<file path="src/rtl/mips_mem_pkg.sv">
// Shared encodings for the MEM-stage data-memory access unit.
package mips_mem_pkg;

  localparam logic [1:0] SIZE_BYTE = 2'b00;
  localparam logic [1:0] SIZE_HALF = 2'b01;
  localparam logic [1:0] SIZE_WORD = 2'b10;

  localparam int DEFAULT_TIMEOUT_CYCLES = 255;

  typedef enum logic [1:0] {
    ST_IDLE = 2'd0,
    ST_WAIT = 2'd1,
    ST_DONE = 2'd2
  } state_t;

endpackage

</file>
<file path="src/rtl/mem_lane_align.sv">
// Byte-lane steering for data-memory accesses: alignment check, byte enables,
// store-data replication and load extraction with sign/zero extension.
module mem_lane_align (
  input  logic [1:0]  size,
  input  logic [1:0]  addr_lo,
  input  logic [31:0] store_data,
  input  logic [31:0] read_word,
  input  logic        load_unsigned,
  output logic        aligned,
  output logic [3:0]  byte_en,
  output logic [31:0] lane_wdata,
  output logic [31:0] load_value
);
  import mips_mem_pkg::*;

  logic [7:0]  byte_sel;
  logic [15:0] half_sel;

  always_comb begin
    byte_sel = read_word[7:0];
    case (addr_lo)
      2'd0: byte_sel = read_word[7:0];
      2'd1: byte_sel = read_word[15:8];
      2'd2: byte_sel = read_word[23:16];
      2'd3: byte_sel = read_word[31:24];
      default: byte_sel = read_word[7:0];
    endcase
    half_sel = addr_lo[1] ? read_word[31:16] : read_word[15:0];
  end

  // Size 2'b11 falls into the default branch and behaves as a word.
  always_comb begin
    aligned    = (addr_lo == 2'b00);
    byte_en    = 4'b1111;
    lane_wdata = store_data;
    load_value = read_word;
    case (size)
      SIZE_BYTE: begin
        aligned    = 1'b1;
        byte_en    = 4'b0001 << addr_lo;
        lane_wdata = {4{store_data[7:0]}};
        load_value = {{24{~load_unsigned & byte_sel[7]}}, byte_sel};
      end
      SIZE_HALF: begin
        aligned    = ~addr_lo[0];
        byte_en    = addr_lo[1] ? 4'b1100 : 4'b0011;
        lane_wdata = {2{store_data[15:0]}};
        load_value = {{16{~load_unsigned & half_sel[15]}}, half_sel};
      end
      default: begin
        aligned    = (addr_lo == 2'b00);
        byte_en    = 4'b1111;
        lane_wdata = store_data;
        load_value = read_word;
      end
    endcase
  end

endmodule

</file>
<file path="src/rtl/mem_access_stage.sv">
// MEM-stage data-memory access unit: req/ack bus transaction, pipeline stall,
// load extraction. Optional bus timeout is built when MEM_TIMEOUT_EN is defined.
module mem_access_stage #(
  parameter int TIMEOUT_CYCLES = mips_mem_pkg::DEFAULT_TIMEOUT_CYCLES
) (
  input  logic        clk,
  input  logic        reset,
  input  logic        MemReadIn,
  input  logic        MemWriteIn,
  input  logic [1:0]  accessSize,
  input  logic        loadUnsigned,
  input  logic [31:0] address,
  input  logic [31:0] storeData,
  output logic        busReq,
  output logic        busWe,
  output logic [31:0] busAddr,
  output logic [31:0] busWData,
  output logic [3:0]  busByteEn,
  input  logic [31:0] busRData,
  input  logic        busAck,
  output logic [31:0] memReadData,
  output logic        stall,
  output logic        misaligned,
  output logic        busError
);
  import mips_mem_pkg::*;

  state_t      state;
  state_t      next_state;
  logic        access;
  logic        aligned;
  logic        start;
  logic        ack_done;
  logic        timeout_hit;
  logic [3:0]  lane_be;
  logic [31:0] lane_wdata;
  logic [31:0] load_value;

  mem_lane_align u_lane (
    .size          (accessSize),
    .addr_lo       (address[1:0]),
    .store_data    (storeData),
    .read_word     (busRData),
    .load_unsigned (loadUnsigned),
    .aligned       (aligned),
    .byte_en       (lane_be),
    .lane_wdata    (lane_wdata),
    .load_value    (load_value)
  );

  assign access   = MemReadIn | MemWriteIn;
  assign start    = (state == ST_IDLE) & access & aligned;
  assign ack_done = (state == ST_WAIT) & busAck;

`ifdef MEM_TIMEOUT_EN
  localparam int CNT_W = ($clog2(TIMEOUT_CYCLES + 1) > 8) ? $clog2(TIMEOUT_CYCLES + 1) : 8;

  logic [CNT_W-1:0] wait_count;

  // Counts completed WAIT cycles; the last allowed cycle without an ack times out.
  assign timeout_hit = (state == ST_WAIT) & ~busAck &
                       (wait_count == CNT_W'(TIMEOUT_CYCLES - 1));

  always_ff @(posedge clk) begin
    if (reset || start) begin
      wait_count <= '0;
    end else if (state == ST_WAIT) begin
      wait_count <= wait_count + CNT_W'(1);
    end
  end

  always_ff @(posedge clk) begin
    if (reset) begin
      busError <= 1'b0;
    end else begin
      busError <= timeout_hit;
    end
  end
`else
  assign timeout_hit = 1'b0;
  // Evaluates to 0 for any legal TIMEOUT_CYCLES; no timeout hardware exists here.
  assign busError    = (TIMEOUT_CYCLES < 0);
`endif

  always_ff @(posedge clk) begin
    if (reset) begin
      state <= ST_IDLE;
    end else begin
      state <= next_state;
    end
  end

  always_comb begin
    next_state = state;
    stall      = 1'b0;
    misaligned = 1'b0;
    case (state)
      ST_IDLE: begin
        misaligned = access & ~aligned;
        if (start) begin
          next_state = ST_WAIT;
        end
      end
      ST_WAIT: begin
        if (busAck || timeout_hit) begin
          next_state = ST_DONE;
        end
      end
      ST_DONE: next_state = ST_IDLE;
      default: next_state = ST_IDLE;
    endcase
    stall = ~reset & (start | (state == ST_WAIT));
  end

  // Bus outputs are captured once per transaction and held until ack or timeout.
  always_ff @(posedge clk) begin
    if (reset) begin
      busReq      <= 1'b0;
      busWe       <= 1'b0;
      busAddr     <= '0;
      busWData    <= '0;
      busByteEn   <= '0;
      memReadData <= '0;
    end else begin
      if (start) begin
        busReq    <= 1'b1;
        busWe     <= MemWriteIn;
        busAddr   <= {address[31:2], 2'b00};
        busWData  <= lane_wdata;
        busByteEn <= lane_be;
      end else if (ack_done || timeout_hit) begin
        busReq <= 1'b0;
        busWe  <= 1'b0;
      end
      if (ack_done && !busWe) begin
        memReadData <= load_value;
      end else if (timeout_hit) begin
        memReadData <= '0;
      end
    end
  end

endmodule

</file>
<file path="config.mk">
export PLATFORM = sky130hd
export DESIGN_NAME = mem_access_stage
export DESIGN_NICKNAME = d
export VERILOG_FILES = /design/src/rtl/mips_mem_pkg.sv /design/src/rtl/mem_lane_align.sv /design/src/rtl/mem_access_stage.sv
export SDC_FILE = /design/constraint.sdc
export NUM_CORES = 1
export LEC_CHECK = 0
export CORE_AREA = 4 4 118 120
export CTS_CLUSTER_DIAMETER = 60
export CTS_CLUSTER_SIZE = 8
export DETAILED_ROUTE_END_ITERATION = 10
export DIE_AREA = 0 0 122 124
export PLACE_DENSITY = 0.74
export SETUP_SLACK_MARGIN = 0.3
export SLEW_MARGIN = 0
export SYNTH_ARGS = -nofsm -noshare
export SYNTH_HDL_FRONTEND = slang
export SYNTH_SLANG_ARGS = --single-unit
</file>
<file path="constraint.sdc">
create_clock -name clk -period 1.7 [get_ports clk]
set_input_delay 0.34 -clock clk [delete_from_list [all_inputs] [get_ports clk]]
set_output_delay 0.34 -clock clk [all_outputs]
set_load 0.05 [all_outputs]
</file>
======== Word-level counts from Yosys, hierarchy flattened ========
Index checks and enable logic that the tools add are counted.
operators by class
  bitwise logic cells ..................... 13
  multiply operators ...................... 0
  $lt $le $gt $ge ......................... 0
  equality and inequality tests ........... 7
  muxes and demuxes ....................... 14
  shifts and indexed selects .............. 1
  reductions and logical operators ........ 7
  div/mod/pow operators ................... 0
  add/subtract/negate cells ............... 0
operators by type and width
  operator             count
  $pmux 32 s2          2
  $pmux 8 s4           1
  $mux 16              1
  $pmux 4 s2           1
  $and 1x1->1          7
  $eq 2x1->1 const B   3
  $logic_not 2->1      3
  $eq 2x2->1 const B   2
  $mux 1               4
  $mux 2               2
  $mux 4               1
  $ne 2x2->1 const B   2
  $not 1->1            4
  $pmux 2 s2           1
  $shl 1x2->4 const A  1
  $or 1x1->1           2
  $pmux 1 s2           1
  $reduce_and 2->1     1
  $reduce_bool 2->1    1
  $logic_and 1x1->1    1
  $logic_not 1->1      1
word-level totals
  logic and storage cells ................. 49
  input port bits ......................... 104
  latch bits .............................. 0
  register bits ........................... 102
  memory bits (read-only) ................. 0
  RAM bits ................................ 0
  memories ................................ 0

======== Logic depth before layout (Yosys ltp) ========
Gate-level depths: netlist (run 1).
  depth in word-level cells ............... 5
  gate-level depth with buffers ........... 8
  gate-level depth less buffers ........... 4

======== Modules after synthesis ========
A second synthesis (run 1) with hierarchy kept.
unflattened totals
  cells, all modules ...................... 693
  area total of the unflattened synthesis .. 5686.7 um2
by module, submodules not included
  module            times used  cells an instance  area each (um2)
  mem_access_stage  1           475                4256.6
  mem_lane_align    1           218                1430.1

======== Least setup slack after synthesis (run 1) ========
No wires, ideal clock.
  path type ............................... input to output
  start ................................... in address[1]
  end ..................................... out stall
  slack ................................... -645 ps
  arrival ................................. 2005 ps
  stages on the path ...................... 8
  cell sequence ........................... buf_2 a21oi_2 o221a_1 buf_2 buf_4 buf_2 nor2_1 nor2_1
on the way
  longest elaborated chain between the ends .. 5
ends and longest elaborated chain
  item             RTL line                 source
  from (decl)      mem_access_stage.sv:12   input logic [31:0] address,
  $logic_not 2->1  n/a
  $pmux 1 s2       mem_lane_align.sv:37     case (size)
  $and 1x1->1      mem_access_stage.sv:52   assign start = (state == ST_IDLE) & access & aligned;
  $or 1x1->1       mem_access_stage.sv:112  stall = ~reset & (start | (state == ST_WAIT));
  $and 1x1->1      mem_access_stage.sv:112
  to (decl)        mem_access_stage.sv:22   output logic stall,
No other way between the ends.

======== Final worst setup path (run 1) ========
  start ................................... reg state[1]
  end ..................................... out stall
on the way
  longest elaborated chain between the ends .. 5
ends and longest elaborated chain
  item                      RTL line                 source
  from (decl)               mem_access_stage.sv:28   state_t state;
  from (signal assigned)    mem_access_stage.sv:89   state <= next_state;
  $logic_not 2->1           mem_access_stage.sv:52
  $and 1x1->1 (2 in a row)  mem_access_stage.sv:52
  $or 1x1->1 *              mem_access_stage.sv:112
  $and 1x1->1 *             mem_access_stage.sv:112
Every way passes the cells marked *; elsewhere a longest branch is shown, timed or not.

==> results of run 1 <==
[area by class of cell]
class                      instances  area [um2]
sequential                       102        2050
timing repair buffer             283        2930
multi-input combinational        393        2630
tap                              176         220
clock inverter                     7        72.6
inverter                           2        7.51
clock buffer                       9         225
fill                            1060        4860
[flip-flops by register name (all words and copies together) (netlist names)]
| signal | count |
|---|---|
| busReq | 1 |
| busAddr | 30 |
| memReadData | 32 |
| state | 2 |
| busByteEn | 4 |
| busWData | 32 |
| busWe | 1 |
[cells by family after synthesis]
logic type	count (synthesis)	share of synthesized area
other cells	1	0.000840
buf+inv	52	0.0543
simple gates	213	0.194
mux	26	0.0583
compound gates	151	0.235
flops	102	0.457
[through the flow]
step,hold WS [ns],cells,area (um2)
2_1_floorplan,0.469,547,4580
3_3_place_gp,0.442,924,6800
3_5_place_dp,0.450,924,6800
4_1_cts,0.342,971,7910
5_1_grt,0.368,972,8120
6_report,0.355,972,8120
[cell usage after synthesis]
library cell | instances | area (um2)
sky130_fd_sc_hd__o2111ai_1 | 7 | 61.3
sky130_fd_sc_hd__and2b_1 | 1 | 7.51
sky130_fd_sc_hd__a21oi_2 | 2 | 17.5
sky130_fd_sc_hd__nor2_1 | 59 | 221
sky130_fd_sc_hd__o31ai_4 | 1 | 21.3
sky130_fd_sc_hd__a311oi_1 | 11 | 96.3
sky130_fd_sc_hd__buf_1 | 2 | 7.51
sky130_fd_sc_hd__a21oi_1 | 57 | 285
sky130_fd_sc_hd__a211oi_1 | 24 | 180
sky130_fd_sc_hd__o22ai_2 | 1 | 12.5
sky130_fd_sc_hd__and3_1 | 1 | 6.26
sky130_fd_sc_hd__dfxtp_1 | 102 | 2040
sky130_fd_sc_hd__nand2_1 | 134 | 503
sky130_fd_sc_hd__o21ai_1 | 1 | 5.00
sky130_fd_sc_hd__o221a_1 | 1 | 11.3
sky130_fd_sc_hd__nor3b_1 | 8 | 60.1
sky130_fd_sc_hd__conb_1 | 1 | 3.75
sky130_fd_sc_hd__a21o_1 | 1 | 7.51
sky130_fd_sc_hd__inv_2 | 1 | 3.75
sky130_fd_sc_hd__o21ai_0 | 18 | 90.1
sky130_fd_sc_hd__buf_6 | 1 | 11.3
sky130_fd_sc_hd__nand3_1 | 1 | 5.00
sky130_fd_sc_hd__nand2b_1 | 2 | 12.5
sky130_fd_sc_hd__clkbuf_1 | 25 | 93.8
sky130_fd_sc_hd__mux2i_1 | 26 | 260
sky130_fd_sc_hd__a221oi_1 | 1 | 8.76
sky130_fd_sc_hd__buf_4 | 5 | 37.5
sky130_fd_sc_hd__nor2b_1 | 1 | 6.26
sky130_fd_sc_hd__a22oi_1 | 7 | 52.6
sky130_fd_sc_hd__nor4bb_1 | 1 | 10.0
sky130_fd_sc_hd__or3b_1 | 1 | 8.76
sky130_fd_sc_hd__nand3b_2 | 1 | 11.3
sky130_fd_sc_hd__nor3_1 | 2 | 10.0
sky130_fd_sc_hd__or3_1 | 1 | 6.26
sky130_fd_sc_hd__a211oi_2 | 10 | 125
sky130_fd_sc_hd__o211ai_1 | 8 | 60.1
sky130_fd_sc_hd__buf_2 | 17 | 85.1
sky130_fd_sc_hd__inv_1 | 1 | 3.75
sky130_fd_sc_hd__o221ai_2 | 1 | 15.0
[tightest hold or removal path: cells and delay by family]
kind	cells	cell delay, ns
buf+inv	1	0.15
compound gates	2	0.15
[layer usage]
layer | up-vias | global-route usage
met3 | 31 | 0.0545
li1 | 2391 | -
met2 | 185 | 0.360
met4 | 2 | 0.0637
met1 | 2395 | 0.254
met5 | - | 0
[timing repair]
action	4_1_cts	5_1_grt
gates resized for setup	87	47
pin swaps	40	26
buffers inserted	19	0
gates cloned	12	1
endpoints found under the setup margin	103	102
[report_power, final]
group	internal, mW	total (mW)	switching, mW
registers	2.58	2.68	0.109
clock network	1.15	2.09	0.940
logic	1.15	2.61	1.46
total	4.87	7.38	2.51
[how the worst max path moves through the flow]
stage / start / to / slack, ns / cells after the start
2_1_floorplan: address[1] / stall / -0.14 / 8
3_3_place_gp: address[0] / memReadData[27] / -0.74 / 5
3_5_place_dp: address[0] / memReadData[28] / -0.84 / 5
4_1_cts: state[1] / stall / -0.007 / 6
5_1_grt: state[1] / stall / -0.06 / 6
6_report: state[1] / stall / 0.01 / 6
==> impl_metrics.xml, run 1 <==
<?xml version="1.0" encoding="UTF-8"?>
<metrics>
  <group name="worst_setup_path">
    <metric name="endpoint_of_the_lowest_slack_register_to_register_path" unit="">busWData[14]</metric>
    <metric name="critPathBufInv" unit="">2</metric>
    <metric name="timing.critical_path.slowest_cell_delay" unit="ns">0.32</metric>
    <metric name="critPathSlowestCell" unit="">sky130_fd_sc_hd__dfxtp_2</metric>
    <metric name="worstPathRequired" unit="ns">1.36</metric>
    <metric name="dominant_delay_contributor_by_cell_family_on_the_critical_path" unit="">flip-flops</metric>
    <metric name="worstRegToRegCells" unit="">10</metric>
    <metric name="timing.critical_path.arrival" unit="ns">1.35</metric>
    <metric name="crit_chain" unit="">buf_6 -&gt; nor2_4 -&gt; o221a_4 -&gt; nor2_4 -&gt; nor2_4 -&gt; buf_12</metric>
    <metric name="critPathLaunchType" unit="">flip-flop</metric>
    <metric name="worstPathMaxFanout" unit="">3</metric>
    <metric name="endpoint_kind" unit="">output port</metric>
    <metric name="r2r_setup_slack" unit="ns">0.04</metric>
    <metric name="r2r_start" unit="">state[1]</metric>
    <metric name="cp_common_cell" unit="">sky130_fd_sc_hd__nor2_4</metric>
    <metric name="setup.worst_path.class" unit="">reg2out</metric>
  </group>
  <group name="cells_and_area">
    <metric name="antenna_fix_cells" unit="">0</metric>
    <metric name="drive_above_1_share" unit="">0.371</metric>
    <metric name="layout.cells.most_common_list" unit="">133 x sky130_fd_sc_hd__buf_4, 121 x sky130_fd_sc_hd__nand2_1, 99 x sky130_fd_sc_hd__dfxtp_1, 95 x sky130_fd_sc_hd__clkdlybuf4s50_1, 53 x sky130_fd_sc_hd__nor2_1</metric>
    <metric name="area_delta_synth_final" unit="%">81.8</metric>
    <metric name="fin_nets" unit="">895</metric>
    <metric name="layout_commonest_cell" unit="">sky130_fd_sc_hd__buf_4</metric>
    <metric name="final_core_util" unit="">0.626</metric>
  </group>
  <group name="global_routing">
    <metric name="grt_pass1_vias" unit="">4973</metric>
    <metric name="grt-ovfl-total" unit="">0</metric>
    <metric name="track_usage" unit="">0.208</metric>
    <metric name="pin_count_of_the_biggest_net_entering_global_routing" unit="">45</metric>
    <metric name="antenna_found_initial" unit="">1</metric>
    <metric name="grt_first_pass_wirelength" unit="mm">24.9</metric>
  </group>
  <group name="sta">
    <metric name="grt_setup_unrepaired" unit="">yes</metric>
    <metric name="finalSetupViolations" unit="">0</metric>
    <metric name="fin_worst_skew" unit="ns">0.00839</metric>
    <metric name="fmax" unit="GHz">0.593</metric>
    <metric name="count_of_final_hold_check_violations" unit="">0</metric>
    <metric name="setup_total_neg_slack" unit="ns">0</metric>
    <metric name="timing.final.crit_share" unit="">0.992</metric>
    <metric name="report.final.slew_viol_count" unit="">0</metric>
    <metric name="setup_ws" unit="ns">0.0140</metric>
    <metric name="final_period_minus_worst_setup_slack" unit="ns">1.69</metric>
  </group>
  <group name="clocking">
    <metric name="cts_htree_levels" unit="">3</metric>
    <metric name="clkLatencyLatePin" unit="ns">0.35</metric>
    <metric name="numCtsBuffers" unit="">9</metric>
    <metric name="tritoncts_clock_tree" unit="">yes</metric>
    <metric name="cts.root.buffer_cell" unit="">sky130_fd_sc_hd__clkbuf_16</metric>
    <metric name="clock_tree.buffer_depth" unit="">2</metric>
    <metric name="cts_hold_repair.buffers" unit="">0</metric>
    <metric name="cts.sinks" unit="">102</metric>
    <metric name="clk_pin_slew" unit="ns">0.07</metric>
  </group>
  <group name="die">
    <metric name="core_area" unit="um2">13000</metric>
    <metric name="initial_core_util" unit="">0.344</metric>
    <metric name="die_h" unit="um">124</metric>
    <metric name="placement_row_count" unit="">42</metric>
    <metric name="dieArea" unit="um2">15100</metric>
    <metric name="top_level_ports" unit="">209</metric>
    <metric name="chipWidth" unit="um">122</metric>
  </group>
  <group name="pwr">
    <metric name="power_leakage" unit="nW">3.23</metric>
    <metric name="vdd.ir_drop.worst" unit="uV">520</metric>
    <metric name="post-layout-total-power" unit="mW">7.38</metric>
    <metric name="powerDensity" unit="nW/um2">909</metric>
  </group>
  <group name="placement">
    <metric name="place.gp.congestion" unit="">0.861</metric>
    <metric name="dpl_worst_slack" unit="ns">-0.838</metric>
    <metric name="port_buffers" unit="">205</metric>
    <metric name="hpwlAfterDp" unit="mm">11.6</metric>
  </group>
  <group name="logic_synthesis">
    <metric name="seq_area_frac_synth" unit="">0.457</metric>
    <metric name="post_synth.cell_area_avg" unit="um2">8.20</metric>
    <metric name="post_synth_instance_area" unit="um2">4470</metric>
    <metric name="yosysWarnings" unit="">0</metric>
    <metric name="syn_inst_count" unit="">545</metric>
    <metric name="yosys.cell_types.count" unit="">39</metric>
    <metric name="synth_seq_cells" unit="">102</metric>
  </group>
  <group name="routing">
    <metric name="post-route-drc-count" unit="">0</metric>
    <metric name="drt.antenna.violating_nets" unit="">0</metric>
    <metric name="detailedRoute.firstIterationViolations" unit="">247</metric>
    <metric name="avgViaCountPerCell" unit="">5.15</metric>
    <metric name="drt-pass1-iter-count" unit="">4</metric>
    <metric name="top_layer" unit="">met5</metric>
    <metric name="wl_met2" unit="mm">8.35</metric>
    <metric name="wl" unit="mm">16.8</metric>
    <metric name="met3_wire_length" unit="mm">1.30</metric>
    <metric name="wirelength_met1" unit="mm">6.80</metric>
    <metric name="wire_length_per_cell_after_detailed_routing" unit="um">17.3</metric>
    <metric name="total_number_of_vias" unit="">5004</metric>
  </group>
  <group name="min_path">
    <metric name="min-delay-path-class" unit="">in2reg</metric>
    <metric name="min_to" unit="">busByteEn[3]</metric>
    <metric name="worst_hold_startpoint" unit="">address[1]</metric>
    <metric name="hold-path-cell-count" unit="">3</metric>
  </group>
  <group name="run">
    <metric name="number_of_violations_of_the_max_capacitance_limit" unit="">0</metric>
  </group>
  <group name="status">
    <metric name="status" unit="">complete, no violations</metric>
  </group>
</metrics>
(Power assumes the default switching activity.)
==> run 2, diff against run 1 <==
CORE_AREA = 4 4 136 105   (was 4 4 118 120)
DIE_AREA = 0 0 140 109   (was 0 0 122 124)
==> run 2 against run 1 <==
Cell area fell by 0.55%. Clock power rose by 8%. Critical endpoint unchanged. Sequential share of layout area rose by 0.17 points. Wire length rose by 4.8%. Critical path type unchanged. Cell count did not move.
==> impl_metrics.xml, run 2 (synthesis results as in run 1) <==
<?xml version="1.0" encoding="UTF-8"?>
<metrics>
  <group name="placement">
    <metric name="place.gp.congestion" unit="">0.922</metric>
    <metric name="port_buffers" unit="">205</metric>
    <metric name="numPlacedInstances" unit="">922</metric>
    <metric name="placedInstanceArea" unit="um2">6820</metric>
    <metric name="hpwlAfterDp" unit="mm">11.8</metric>
  </group>
  <group name="global_routing">
    <metric name="grt_use_met1" unit="">0.271</metric>
    <metric name="grt_pass1_vias" unit="">4887</metric>
    <metric name="grt-ovfl-total" unit="">0</metric>
    <metric name="global_route.usage.met3" unit="">0.0719</metric>
    <metric name="grt_most_used_layer" unit="">met2</metric>
    <metric name="met2_usage" unit="">0.339</metric>
    <metric name="antenna_found_initial" unit="">1</metric>
    <metric name="pin_count_of_the_biggest_net_entering_global_routing" unit="">31</metric>
    <metric name="track_usage" unit="">0.210</metric>
    <metric name="grt_first_pass_wirelength" unit="mm">25.7</metric>
  </group>
  <group name="worst_setup_path">
    <metric name="timing.critical_path.arrival" unit="ns">1.32</metric>
    <metric name="worstPathRequired" unit="ns">1.36</metric>
    <metric name="endpoint_kind" unit="">output port</metric>
    <metric name="critPathLaunchType" unit="">flip-flop</metric>
    <metric name="setup.worst_path.class" unit="">reg2out</metric>
    <metric name="worstPathMaxFanout" unit="">3</metric>
  </group>
  <group name="routing">
    <metric name="wl" unit="mm">17.6</metric>
    <metric name="drt-pass1-iter-count" unit="">5</metric>
    <metric name="post-route-drc-count" unit="">0</metric>
    <metric name="detailedRoute.firstIterationViolations" unit="">273</metric>
    <metric name="drt.antenna.violating_nets" unit="">0</metric>
    <metric name="wire_length_per_cell_after_detailed_routing" unit="um">18.1</metric>
    <metric name="avgViaCountPerCell" unit="">5.20</metric>
    <metric name="total_number_of_vias" unit="">5051</metric>
  </group>
  <group name="clocking">
    <metric name="cts.sinks" unit="">102</metric>
    <metric name="cts_hold_repair.buffers" unit="">0</metric>
    <metric name="clkLatencyLatePin" unit="ns">0.34</metric>
    <metric name="cts.root.buffer_cell" unit="">sky130_fd_sc_hd__clkbuf_16</metric>
    <metric name="tritoncts_clock_tree" unit="">yes</metric>
    <metric name="cts_htree_levels" unit="">3</metric>
    <metric name="clk_pin_slew" unit="ns">0.07</metric>
    <metric name="numCtsBuffers" unit="">9</metric>
    <metric name="clock_tree.buffer_depth" unit="">2</metric>
  </group>
  <group name="run">
    <metric name="number_of_violations_of_the_max_capacitance_limit" unit="">0</metric>
  </group>
  <group name="cells_and_area">
    <metric name="layout_commonest_cell" unit="">sky130_fd_sc_hd__buf_4</metric>
    <metric name="antenna_fix_cells" unit="">0</metric>
    <metric name="drive_above_1_share" unit="">0.355</metric>
    <metric name="layout.cells.most_common_list" unit="">137 x sky130_fd_sc_hd__buf_4, 133 x sky130_fd_sc_hd__nand2_1, 99 x sky130_fd_sc_hd__dfxtp_1, 91 x sky130_fd_sc_hd__clkdlybuf4s50_1, 53 x sky130_fd_sc_hd__nor2_1</metric>
    <metric name="instances_no_fill" unit="">972</metric>
    <metric name="area_delta_synth_final" unit="%">80.8</metric>
    <metric name="design_area" unit="um2">8080</metric>
    <metric name="fin_nets" unit="">900</metric>
    <metric name="reg_top3" unit="">busWData x32, memReadData x32, busAddr x30</metric>
  </group>
  <group name="sta">
    <metric name="grt_setup_unrepaired" unit="">yes</metric>
    <metric name="finalSetupViolations" unit="">0</metric>
    <metric name="fmax" unit="GHz">0.602</metric>
    <metric name="report.final.slew_viol_count" unit="">0</metric>
    <metric name="count_of_final_hold_check_violations" unit="">0</metric>
    <metric name="fin_worst_skew" unit="ns">0.00801</metric>
    <metric name="timing.final.crit_share" unit="">0.977</metric>
    <metric name="final_period_minus_worst_setup_slack" unit="ns">1.66</metric>
  </group>
  <group name="die">
    <metric name="chipWidth" unit="um">140</metric>
    <metric name="dieArea" unit="um2">15300</metric>
    <metric name="die_h" unit="um">109</metric>
    <metric name="top_level_ports" unit="">209</metric>
    <metric name="initial_core_util" unit="">0.347</metric>
    <metric name="placement_row_count" unit="">36</metric>
    <metric name="core_area" unit="um2">12900</metric>
  </group>
  <group name="min_path">
    <metric name="min-delay-path-class" unit="">in2reg</metric>
  </group>
  <group name="pwr">
    <metric name="powerDensity" unit="nW/um2">927</metric>
    <metric name="vdd.ir_drop.worst" unit="uV">552</metric>
    <metric name="power_leakage" unit="nW">3.24</metric>
  </group>
  <group name="status">
    <metric name="status" unit="">complete, no violations</metric>
  </group>
</metrics>
run 2: cell count changes in the layout (fill, tap and decap cells not counted), moves of 8 or more:
cell                       delta
sky130_fd_sc_hd__nand2_1     +12
sky130_fd_sc_hd__nand2_2     -12
sky130_fd_sc_hd__a211oi_1    -11
sky130_fd_sc_hd__a211oi_2    +11
sky130_fd_sc_hd__a21oi_1     +11
sky130_fd_sc_hd__a21oi_2     -11
sky130_fd_sc_hd__buf_6        +8
run 2: area by class of cell:
type | instances | area, um2
sequential | 102 | 2050
multi-input combinational | 393 | 2620
clock buffer | 11 | 243
clock inverter | 5 | 81.3
inverter | 2 | 7.51
tap | 171 | 214
timing repair buffer | 288 | 2870
fill | 1060 | 4810
run 2: per-layer routing:
| layer | share of wire | vias to the layer above |
|---|---|---|
| li1 | - | 2398 |
| met2 | 0.47 | 236 |
| met5 | 0.00074 | - |
| met3 | 0.093 | 35 |
| met4 | 0.017 | 2 |
| met1 | 0.42 | 2380 |
run 2: timing repair:
item                                    4_1_cts  5_1_grt
gates resized for setup                      76       57
cloned                                        7        2
pin swaps                                    20       18
endpoints found under the setup margin      103      102
buffers inserted                             16        9
run 2: where the power goes:
part | internal [mW] | switching, mW
clock network | 1.34 | 0.919
logic | 1.07 | 1.48
registers | 2.57 | 0.110
run 2: stage by stage:
stage,util,power [mW],setup TNS (ns),setup slack [ns],hold WS [ns]
after floorplan,-,3.99,-0.144,-0.144,0.469
after global placement,0.530,4.83,-31.32,-0.399,0.443
after detailed placement,0.530,4.87,-35.20,-0.429,0.449
after CTS,0.595,7.40,0,0.0115,0.373
after global routing,0.627,7.78,-0.00773,-0.00773,0.391
final,0.627,7.49,0,0.0390,0.396
run 2: critical path, stage by stage (launching register included):
cell,delay [ns]
sky130_fd_sc_hd__dfxtp_4,0.37
sky130_fd_sc_hd__and2b_1,0.20
sky130_fd_sc_hd__buf_6,0.12
sky130_fd_sc_hd__nor2_4,0.09
sky130_fd_sc_hd__nor2_4,0.05
sky130_fd_sc_hd__buf_12,0.16
run 2: final timing paths:
| path | start | to | slack, ns | depth (start not counted) |
|---|---|---|---|---|
| worst max-delay path | state[1] | stall | 0.04 | 5 |
| worst min-delay path | MemWriteIn | busWe | 0.40 | 3 |
| worst min register to register | busAddr[16] | busAddr[16] | 0.46 | 2 |
| worst max register to register | state[1] | memReadData[16] | 0.09 | 8 |
==> run 3, diff against run 2 <==
REMOVE_ABC_BUFFERS = 1   (was not set)
clock period = 1.5 ns   (was 1.7 ns; I/O delays follow)
==> run 3 against run 2 <==
The flow now finishes with violations (setup timing). Utilization increased by 14 points. Worst setup slack lost 0.27 ns. Via count is 6.4% higher. Sequential power increased by 19%. Largest power group is now combinational cells. Non-clock buffer count increased by 8. Clock power grew 17%. Cell count grew 0.82%. Highest routed layer is now met4.
==> impl_metrics.xml, run 3 (synthesis results as in run 1) <==
<?xml version="1.0" encoding="UTF-8"?>
<metrics>
  <group name="worst_setup_path">
    <metric name="timing.critical_path.arrival" unit="ns">1.43</metric>
    <metric name="worstPathMaxFanout" unit="">3</metric>
    <metric name="critPathLaunchType" unit="">flip-flop</metric>
    <metric name="timing.critical_path.slowest_cell_delay" unit="ns">0.32</metric>
    <metric name="crit_chain" unit="">buf_6 -&gt; nor2_4 -&gt; o21ai_2 -&gt; nor3_2 -&gt; buf_6</metric>
    <metric name="critPathSlowestCell" unit="">sky130_fd_sc_hd__dfxtp_2</metric>
    <metric name="cp_common_cell" unit="">sky130_fd_sc_hd__buf_6</metric>
    <metric name="endpoint_kind" unit="">output port</metric>
    <metric name="setup.worst_path.class" unit="">reg2out</metric>
    <metric name="worstPathRequired" unit="ns">1.20</metric>
  </group>
  <group name="run">
    <metric name="number_of_violations_of_the_max_capacitance_limit" unit="">0</metric>
  </group>
  <group name="cells_and_area">
    <metric name="design_area" unit="um2">9820</metric>
    <metric name="fillCellCount" unit="">789</metric>
    <metric name="layout_commonest_cell" unit="">sky130_fd_sc_hd__buf_12</metric>
    <metric name="fin_nets" unit="">908</metric>
    <metric name="antenna_fix_cells" unit="">0</metric>
    <metric name="layout.cells.most_common_list" unit="">113 x sky130_fd_sc_hd__buf_12, 103 x sky130_fd_sc_hd__nand2_1, 92 x sky130_fd_sc_hd__dfxtp_2, 91 x sky130_fd_sc_hd__clkdlybuf4s50_1, 42 x sky130_fd_sc_hd__buf_4</metric>
    <metric name="reg_top3" unit="">busWData x32, memReadData x32, busAddr x30</metric>
    <metric name="drive_above_1_share" unit="">0.559</metric>
    <metric name="area_delta_synth_final" unit="%">120</metric>
  </group>
  <group name="clocking">
    <metric name="numCtsBuffers" unit="">9</metric>
    <metric name="clkLatencyLatePin" unit="ns">0.34</metric>
    <metric name="cts_htree_levels" unit="">3</metric>
    <metric name="tritoncts_clock_tree" unit="">yes</metric>
    <metric name="cts.root.buffer_cell" unit="">sky130_fd_sc_hd__clkbuf_16</metric>
    <metric name="clock_tree.buffer_depth" unit="">2</metric>
    <metric name="clk_pin_slew" unit="ns">0.07</metric>
    <metric name="cts.sinks" unit="">102</metric>
    <metric name="cts_hold_repair.buffers" unit="">0</metric>
  </group>
  <group name="sta">
    <metric name="timing.final.crit_share" unit="">1.15</metric>
    <metric name="setup_total_neg_slack" unit="ns">-11.98</metric>
    <metric name="count_of_final_hold_check_violations" unit="">0</metric>
    <metric name="report.final.slew_viol_count" unit="">0</metric>
    <metric name="finalSetupViolations" unit="">102</metric>
    <metric name="setup_ws" unit="ns">-0.229</metric>
    <metric name="grt_setup_unrepaired" unit="">yes</metric>
    <metric name="fmax" unit="GHz">0.578</metric>
    <metric name="final_period_minus_worst_setup_slack" unit="ns">1.73</metric>
    <metric name="fin_worst_skew" unit="ns">0.00419</metric>
  </group>
  <group name="routing">
    <metric name="detailedRoute.firstIterationViolations" unit="">378</metric>
    <metric name="post-route-drc-count" unit="">0</metric>
    <metric name="drt.antenna.violating_nets" unit="">0</metric>
    <metric name="avgViaCountPerCell" unit="">5.48</metric>
    <metric name="drt-pass1-iter-count" unit="">5</metric>
    <metric name="wire_length_per_cell_after_detailed_routing" unit="um">21.2</metric>
    <metric name="wl" unit="mm">20.7</metric>
    <metric name="total_number_of_vias" unit="">5375</metric>
  </group>
  <group name="die">
    <metric name="core_area" unit="um2">12900</metric>
    <metric name="placement_row_count" unit="">36</metric>
    <metric name="die_h" unit="um">109</metric>
    <metric name="dieArea" unit="um2">15300</metric>
    <metric name="chipWidth" unit="um">140</metric>
    <metric name="top_level_ports" unit="">209</metric>
    <metric name="initial_core_util" unit="">0.347</metric>
  </group>
  <group name="global_routing">
    <metric name="grt_pass1_vias" unit="">5231</metric>
    <metric name="track_usage" unit="">0.234</metric>
    <metric name="pin_count_of_the_biggest_net_entering_global_routing" unit="">52</metric>
    <metric name="grt-ovfl-total" unit="">0</metric>
    <metric name="antenna_found_initial" unit="">0</metric>
    <metric name="grt_first_pass_wirelength" unit="mm">28.4</metric>
  </group>
  <group name="placement">
    <metric name="place.gp.congestion" unit="">0.813</metric>
    <metric name="port_buffers" unit="">205</metric>
    <metric name="dpl_worst_slack" unit="ns">-0.912</metric>
    <metric name="hpwlAfterDp" unit="mm">13.1</metric>
    <metric name="placedInstanceArea" unit="um2">8030</metric>
  </group>
  <group name="pwr">
    <metric name="pwr-share-seq" unit="">0.338</metric>
    <metric name="vdd.ir_drop.worst" unit="uV">620</metric>
    <metric name="pwr-share-clk" unit="">0.278</metric>
    <metric name="p_switching" unit="mW">3.20</metric>
    <metric name="combPwrFrac" unit="">0.384</metric>
    <metric name="net_switching_fraction_of_the_power" unit="">0.338</metric>
    <metric name="power_leakage" unit="nW">3.82</metric>
    <metric name="power.internal" unit="mW">6.27</metric>
    <metric name="powerDensity" unit="nW/um2">964</metric>
  </group>
  <group name="status">
    <metric name="failed_checks" unit="">setup timing</metric>
    <metric name="status" unit="">finished with violations</metric>
  </group>
  <group name="min_path">
    <metric name="min-delay-path-class" unit="">in2reg</metric>
  </group>
</metrics>
## run 3: cell types whose count changed in the layout (fill, tap and decap cells not counted), moves of 9 or more
cell	delta
sky130_fd_sc_hd__buf_12	+99
sky130_fd_sc_hd__dfxtp_1	-96
sky130_fd_sc_hd__buf_4	-95
sky130_fd_sc_hd__dfxtp_2	+90
sky130_fd_sc_hd__nand2_1	-30
sky130_fd_sc_hd__nand2_4	+23
sky130_fd_sc_hd__a21oi_1	-16
sky130_fd_sc_hd__a21oi_2	+16
sky130_fd_sc_hd__nor2_1	-14
sky130_fd_sc_hd__nor2_4	+9
## run 3: worst paths after layout
kind          startpoint           end  slack, ns  cells past startpoint
max             state[1]    misaligned      -0.23                      5
min           address[1]  busByteEn[3]       0.41                      3
max reg2reg     state[1]   busAddr[10]      -0.22                     11
min reg2reg  busAddr[11]   busAddr[11]       0.48                      2
## run 3: repair_timing
item / CTS / global route
gates cloned: 5 / 6
endpoints found under the setup margin: 126 / 179
setup buffers: 14 / 11
gates resized for setup: 117 / 224
pin swaps: 39 / 75
## run 3: stage by stage
step | total power [mW] | util | instances | hold WS, ns
after floorplan | 4.37 | - | 497 | 0.365
after CTS | 8.97 | 0.694 | 963 | 0.367
final | 9.46 | 0.762 | 980 | 0.407
after detailed placement | 6.11 | 0.623 | 928 | 0.484
after global routing | 9.76 | 0.762 | 980 | 0.413
after global placement | 6.03 | 0.623 | 928 | 0.479
## run 3: area by class of cell
type / instances / area, um2 / area share
sequential: 102 / 2180 / 0.222
tap: 171 / 214 / 0.0218
clock inverter: 6 / 92.6 / 0.00943
inverter: 2 / 7.51 / 0.000765
timing repair buffer: 296 / 4170 / 0.425
multi-input combinational: 393 / 2910 / 0.296
clock buffer: 10 / 239 / 0.0243
## run 3: power groups by stage
stage / clock network, mW / registers, mW / logic, mW
CTS: 2.65 / 3.16 / 3.16
global placement: 0 / 3.19 / 2.84
detailed placement: 0 / 3.20 / 2.90
finish: 2.63 / 3.20 / 3.63
floorplan: 0 / 3.79 / 0.579
global route: 2.77 / 3.22 / 3.77
## run 3: routing by layer
layer  up-vias  global-route usage  routed length (um)  share of wire
met5         -                   0                   0              0
met4         0              0.0830                 662          0.032
met3        57              0.0596                1550          0.075
met2       272               0.398               10500           0.51
met1      2633               0.291                7990           0.39
li1       2413                   -                   -              -
## run 3: worst max-delay path: cells and delay by family, from the launching register on
kind            cells  cell delay [ns]
buf+inv             2             0.31
compound gates      1             0.07
flops               1             0.32
simple gates        2             0.38
